File: config.mk
export PLATFORM = sky130hd
export DESIGN_NAME = regfile_sb
export DESIGN_NICKNAME = d
export VERILOG_FILES = /design/src/rtl/regfile_pkg.sv /design/src/rtl/regfile_scoreboard.sv /design/src/rtl/regfile_sb.sv
export SDC_FILE = /design/constraint.sdc
export NUM_CORES = 2
export LEC_CHECK = 0
export ABC_AREA = 0
export CORE_MARGIN = 2
export CORE_UTILIZATION = 30
export DETAILED_ROUTE_END_ITERATION = 8
export SLEW_MARGIN = 10
export SYNTH_ARGS = -nofsm -noshare
export SYNTH_HDL_FRONTEND = slang
export SYNTH_HIERARCHICAL = 1
export SYNTH_SLANG_ARGS = --single-unit
File: constraint.sdc
create_clock -name clk -period 53 [get_ports clk]
set_input_delay 15.9 -clock clk [delete_from_list [all_inputs] [get_ports clk]]
set_output_delay 15.9 -clock clk [all_outputs]
set_load 0.01 [all_outputs]
File: src/rtl/regfile_pkg.sv
// Shared defaults and typedefs for the scoreboarded multi-port register file.
package regfile_pkg;
    localparam int DEF_DATA_W = 32;
    localparam int DEF_NREGS  = 16;
    localparam int DEF_NRD    = 3;
    localparam int DEF_NWR    = 2;
    localparam int DEF_AW     = $clog2(DEF_NREGS);

    typedef logic [DEF_AW-1:0]     addr_t;
    typedef logic [DEF_DATA_W-1:0] data_t;
endpackage

File: src/rtl/regfile_scoreboard.sv
// Busy-bit scoreboard: reserve sets, write clears, flush clears all; NRD lookups.
module regfile_scoreboard #(
    parameter int NREGS    = 16,
    parameter int NRD      = 3,
    parameter int NWR      = 2,
    parameter int ZERO_REG = 1,
    parameter int AW       = $clog2(NREGS)
) (
    input  logic              clk,
    input  logic              rst,
    input  logic [NWR-1:0]    wr_ok,
    input  logic [NWR*AW-1:0] wr_addr,
    input  logic              rsv_en,
    input  logic [AW-1:0]     rsv_addr,
    input  logic              flush,
    input  logic [NRD*AW-1:0] rd_addr,
    output logic [NRD-1:0]    rd_busy
);
    logic [NREGS-1:0] busy_q;
    logic [NREGS-1:0] busy_d;

    // Ordering gives reserve priority over a same-cycle write, flush over both.
    always_comb begin
        busy_d = busy_q;
        for (int unsigned j = 0; j < NWR; j++) begin
            if (wr_ok[j]) busy_d[wr_addr[j*AW +: AW]] = 1'b0;
        end
        if (rsv_en) busy_d[rsv_addr] = 1'b1;
        if (flush) busy_d = '0;
        if (ZERO_REG != 0) busy_d[0] = 1'b0;
    end

    always_ff @(posedge clk or posedge rst) begin
        if (rst) busy_q <= '0;
        else     busy_q <= busy_d;
    end

    for (genvar i = 0; i < NRD; i++) begin : g_lookup
        assign rd_busy[i] = busy_q[rd_addr[i*AW +: AW]];
    end
endmodule

File: src/rtl/regfile_sb.sv
// Multi-port register file with optional write-to-read bypass and busy scoreboard.
module regfile_sb
    import regfile_pkg::*;
#(
    parameter int DATA_W   = DEF_DATA_W,
    parameter int NREGS    = DEF_NREGS,
    parameter int NRD      = DEF_NRD,
    parameter int NWR      = DEF_NWR,
    parameter int ZERO_REG = 1,
    parameter int BYPASS   = 1,
    parameter int AW       = $clog2(NREGS)
) (
    input  logic                  clk,
    input  logic                  rst,
    input  logic [NRD*AW-1:0]     rd_addr,
    output logic [NRD*DATA_W-1:0] rd_data,
    output logic [NRD-1:0]        rd_busy,
    input  logic [NWR-1:0]        wr_en,
    input  logic [NWR*AW-1:0]     wr_addr,
    input  logic [NWR*DATA_W-1:0] wr_data,
    input  logic                  rsv_en,
    input  logic [AW-1:0]         rsv_addr,
    input  logic                  flush,
    output logic                  wr_collision
);
    logic [DATA_W-1:0] regs [NREGS];
    logic [NWR-1:0]    wr_ok;
    logic              coll_d;

    // Writes aimed at a hardwired-zero register are dropped before anything sees them.
    for (genvar j = 0; j < NWR; j++) begin : g_wr_ok
        assign wr_ok[j] = wr_en[j] &&
                          !((ZERO_REG != 0) && (wr_addr[j*AW +: AW] == '0));
    end

    always_comb begin
        coll_d = 1'b0;
        for (int unsigned j = 0; j < NWR; j++) begin
            for (int unsigned k = j + 1; k < NWR; k++) begin
                if (wr_ok[j] && wr_ok[k] && (wr_addr[j*AW +: AW] == wr_addr[k*AW +: AW]))
                    coll_d = 1'b1;
            end
        end
    end

    // Later ports overwrite earlier ones, so the highest index wins a collision.
    always_ff @(posedge clk or posedge rst) begin
        if (rst) begin
            for (int unsigned r = 0; r < NREGS; r++) regs[r] <= '0;
            wr_collision <= 1'b0;
        end else begin
            for (int unsigned j = 0; j < NWR; j++) begin
                if (wr_ok[j]) regs[wr_addr[j*AW +: AW]] <= wr_data[j*DATA_W +: DATA_W];
            end
            wr_collision <= coll_d;
        end
    end

    for (genvar i = 0; i < NRD; i++) begin : g_rd
        logic [AW-1:0]     a;
        logic [DATA_W-1:0] val;
        assign a = rd_addr[i*AW +: AW];

        always_comb begin
            val = regs[a];
            if ((BYPASS != 0) && !rst) begin
                for (int unsigned j = 0; j < NWR; j++) begin
                    if (wr_en[j] && (wr_addr[j*AW +: AW] == a)) val = wr_data[j*DATA_W +: DATA_W];
                end
            end
            if ((ZERO_REG != 0) && (a == '0)) val = '0;
        end

        assign rd_data[i*DATA_W +: DATA_W] = val;
    end

    regfile_scoreboard #(
        .NREGS   (NREGS),
        .NRD     (NRD),
        .NWR     (NWR),
        .ZERO_REG(ZERO_REG),
        .AW      (AW)
    ) u_sb (
        .clk     (clk),
        .rst     (rst),
        .wr_ok   (wr_ok),
        .wr_addr (wr_addr),
        .rsv_en  (rsv_en),
        .rsv_addr(rsv_addr),
        .flush   (flush),
        .rd_addr (rd_addr),
        .rd_busy (rd_busy)
    );
endmodule

==> summary.txt <==
Run status
  • Outcome: finished clean

Min path
  • Hold path start: regs[487]$_DFF_PP0_
  • Hold Crit Class: register to register
  • Hold Crit Endpoint: regs[487]$_DFF_PP0_
  • Hold path depth: 0

Synth
  • Syn_nets: 3731
  • YS warnings: 6
  • Sequential fraction of the synthesis area: 0.339
  • Syn Area/Cell: around 11 µm²
  • Netlist cell types: 52
  • Cells after synthesis: 3637
  • Number of flops mapped to enable cells by yosys: 0
  • Post-synth ARST share: 1.00
  • Top_reg_cell synth: dfrtp_1
  • Post-Synthesis Cell Area: 39000 µm²
  • Synthesis-stage register bit count: 528

Clock network
  • Clk Latency, worst-skew pair: 660 ps
  • CTS tree: yes
  • Clock Pin Slew Worst Setup and Hold Paths: 70 ps
  • Number of H-tree levels: 2
  • Bufs on Longest Clock Path: 3
  • Root buf cell: clkbuf_16
  • Clock Sink Count: between 500 and 600
  • Hold-fix buffers, CTS: 0
  • Setup bufs post-CTS: 0
  • CTS resizes: 0
  • TritonCTS buffer count: 59

Floorplanning
  • Die H: 365 µm
  • Chip Width: between 300 and 400 µm
  • Core area: 129000 µm²
  • Initial Util: 0.302
  • # rows: 132
  • Io pins: 194
  • Die area: 133000 µm²

Global routing
  • Largest net degree at the start of global routing: 155
  • Initial antenna violation count: 16
  • Final global-route overflow total: 0
  • Vias in the first global route: 31200
  • GRT Util Overall: 0.235
  • First-pass GRT wire length: 229000 µm

Setup path
  • CP peak stage delay: about 800 ps
  • Reg2reg start: u_sb/busy_q[3]$_DFF_PP0_
  • CP Class: input port to output port
  • CP Data Required Time: 37100 ps
  • Startpoint types: input port
  • Crit end category: output port
  • Cell mode on critical path: buf_4
  • Arrival time worst endpoint: between 20000 and 25000 ps
  • R2R Setup Slk: 52160 ps
  • R2R cell count: 2
  • CP max-delay cell: buf_4
  • Critical-path cell list: clkbuf_8 -> buf_4 -> xor2_1 -> nor4_4 -> buf_4 -> o2111ai_4 -> buf_4 -> o22ai_2 -> nor3b_2 -> clkdlybuf4s50_1
  • CP Max Fanout: 47
  • Reg2reg end: u_sb/busy_q[3]$_DFF_PP0_

STA
  • Min Tclk post-route: 35990 ps
  • Worst clock skew: 0 ps
  • Rel. slew slack: 0.226
  • Hold slack: between 400 and 500 ps
  • Fin. Hold Viols: 0
  • Finish-stage setup viols: 0
  • Fmax: 27.8 MHz
  • Setup TNS: 0 ps
  • Final worst-path cycle share: 0.679
  • RSZ-0062 raised after global routing: false
  • Slew at the pin with the worst max-slew slack: around 1200 ps
  • Final Max Tran Viols: 0

Finish
  • Layout cell share with drive strength beyond 1: 0.206
  • Post-layout util: 0.341
  • Area Overhead vs Synth: 13.0%
  • Fillers: between 10000 and 15000
  • Final net count: approximately 3600

Detailed routing
  • DRC Markers: 0
  • 1st-iter DRT viols: 3932
  • Detailed-route wire length: 158000 µm
  • Vias per Instance: 6.09
  • Total number of vias: 32200
  • Routed len/inst: 30.0 µm
  • Drt pass-1 iters: 6
  • DRT antenna net count: 0

Placement
  • Placer congestion estimate: 0.844
  • PortBufs: 193
  • Detailed placer's ending HPWL: 90400 µm

Power and ir drop
  • Static Leak: about 17 nW
  • Pwr per Cell Area: 34.4 nW/µm²
  • Maximum VDD drop: between 20 and 30 µV

Flow run
  • Max_cap viols: 0
==> stage by stage <==
stage	instance area (µm²)	power, mW	worst slack, ps	std cells
after global placement	42000	1.06	16990	5167
after detailed placement	42000	1.08	17060	5167
final	44100	1.52	17010	5280
after floorplan	39000	0.910	7940	3637
after global routing	44100	1.58	16870	5278
after CTS	44100	1.51	17060	5277
==> power breakdown <==
part	internal [mW]	switching, mW
Clock	0.250	0.189
Sequential	0.499	0.0957
Combinational	0.265	0.217
==> synthesized netlist by cell type, types with 4 or more instances <==
library cell    n  area [µm²]
dfrtp_1       528       13200
mux2i_1       488        4880
mux4_2        387        8720
nor2_1        370        1390
a21oi_1       369        1850
clkbuf_1      316        1190
nand2_1       222         833
a22oi_1       156        1170
buf_2         112         561
o21ai_0       104         521
o22ai_1       101         632
o21a_1         64         480
o221a_1        60         676
buf_1          45         169
and3_1         36         225
nor3b_2        32         400
o22ai_2        30         375
buf_4          24         180
o21ai_1        24         120
xor2_1         18         158
nand3_1        15        75.1
o221ai_1       15         131
nand2b_1       14        87.6
buf_6          13         146
nor2b_1        11        68.8
xnor2_1         9        78.8
a31oi_1         6        37.5
inv_1           6        22.5
nand3b_1        6        45.0
or2_2           5        31.3
o221a_2         4        45.0
or3_1           4        25.0
==> cell families after synthesis <==
logic type	after synthesis	synth area share
AOI/OAI and AO/OA	945	0.158
muxes	881	0.352
xor gates and xnor gates	28	0.00648
and+or+nand+nor	739	0.0872
DFF	528	0.339
buffers and inverters	516	0.0581
==> sequential cells by signal, indices dropped and copies added, names as in the netlist <==
signal / cells
wr_collision: 1
u_sb/busy_q: 15
regs: 512
==> worst max-delay path, delay by kind of cell <==
family | cells | cell delay, ps
buffers and inverters | 5 | 2890
XOR/XNOR | 1 | 300
AO/OA/AOI/OAI | 2 | 400
AND/OR/NAND/NOR | 2 | 510
==> cell type report <==
cell class                 instances  area (µm²)  area share
multi-input combinational       2593       23900       0.542
sequential                       528       13200       0.300
timing repair buffer             298        2750      0.0623
tap                             1742        2180      0.0495
clock buffer                      91        1780      0.0403
clock inverter                    19         244     0.00554
inverter                           6        30.0    0.000681
antenna                            3        7.51    0.000170
==> cells in the final DEF (no fill, tap or decap), types with 30 or more instances in the layout <==
cell,n
buf_4,104
mux2i_1,488
o221a_1,60
nand2_1,211
and3_1,35
nor3b_2,30
o22ai_1,101
o21ai_0,104
o22ai_2,30
mux4_2,387
clkbuf_16,59
a22oi_1,156
a21oi_1,369
clkdlybuf4s50_1,183
o21a_1,64
dfrtp_1,528
nor2_1,358
==> worst max-delay path by stage <==
stage / startpoint / endpoint / slack, ps
finish: rd_addr[9] / rd_data[85] / 17010
global route: rd_addr[9] / rd_data[85] / 16870
CTS: rd_addr[9] / rd_data[85] / 17060
detailed placement: rd_addr[9] / rd_data[85] / 17060
global placement: rd_addr[9] / rd_data[85] / 16990
floorplan: rst / rd_data[10] / 7940
==> routing by layer <==
layer	global-route usage	up-vias	wire (µm)
met3	0.0512	502	14500
met5	0	-	149
met4	0.122	26	9370
met2	0.384	1951	74900
li1	-	13500	-
met1	0.291	16200	59400
(Power assumes the default switching activity.)
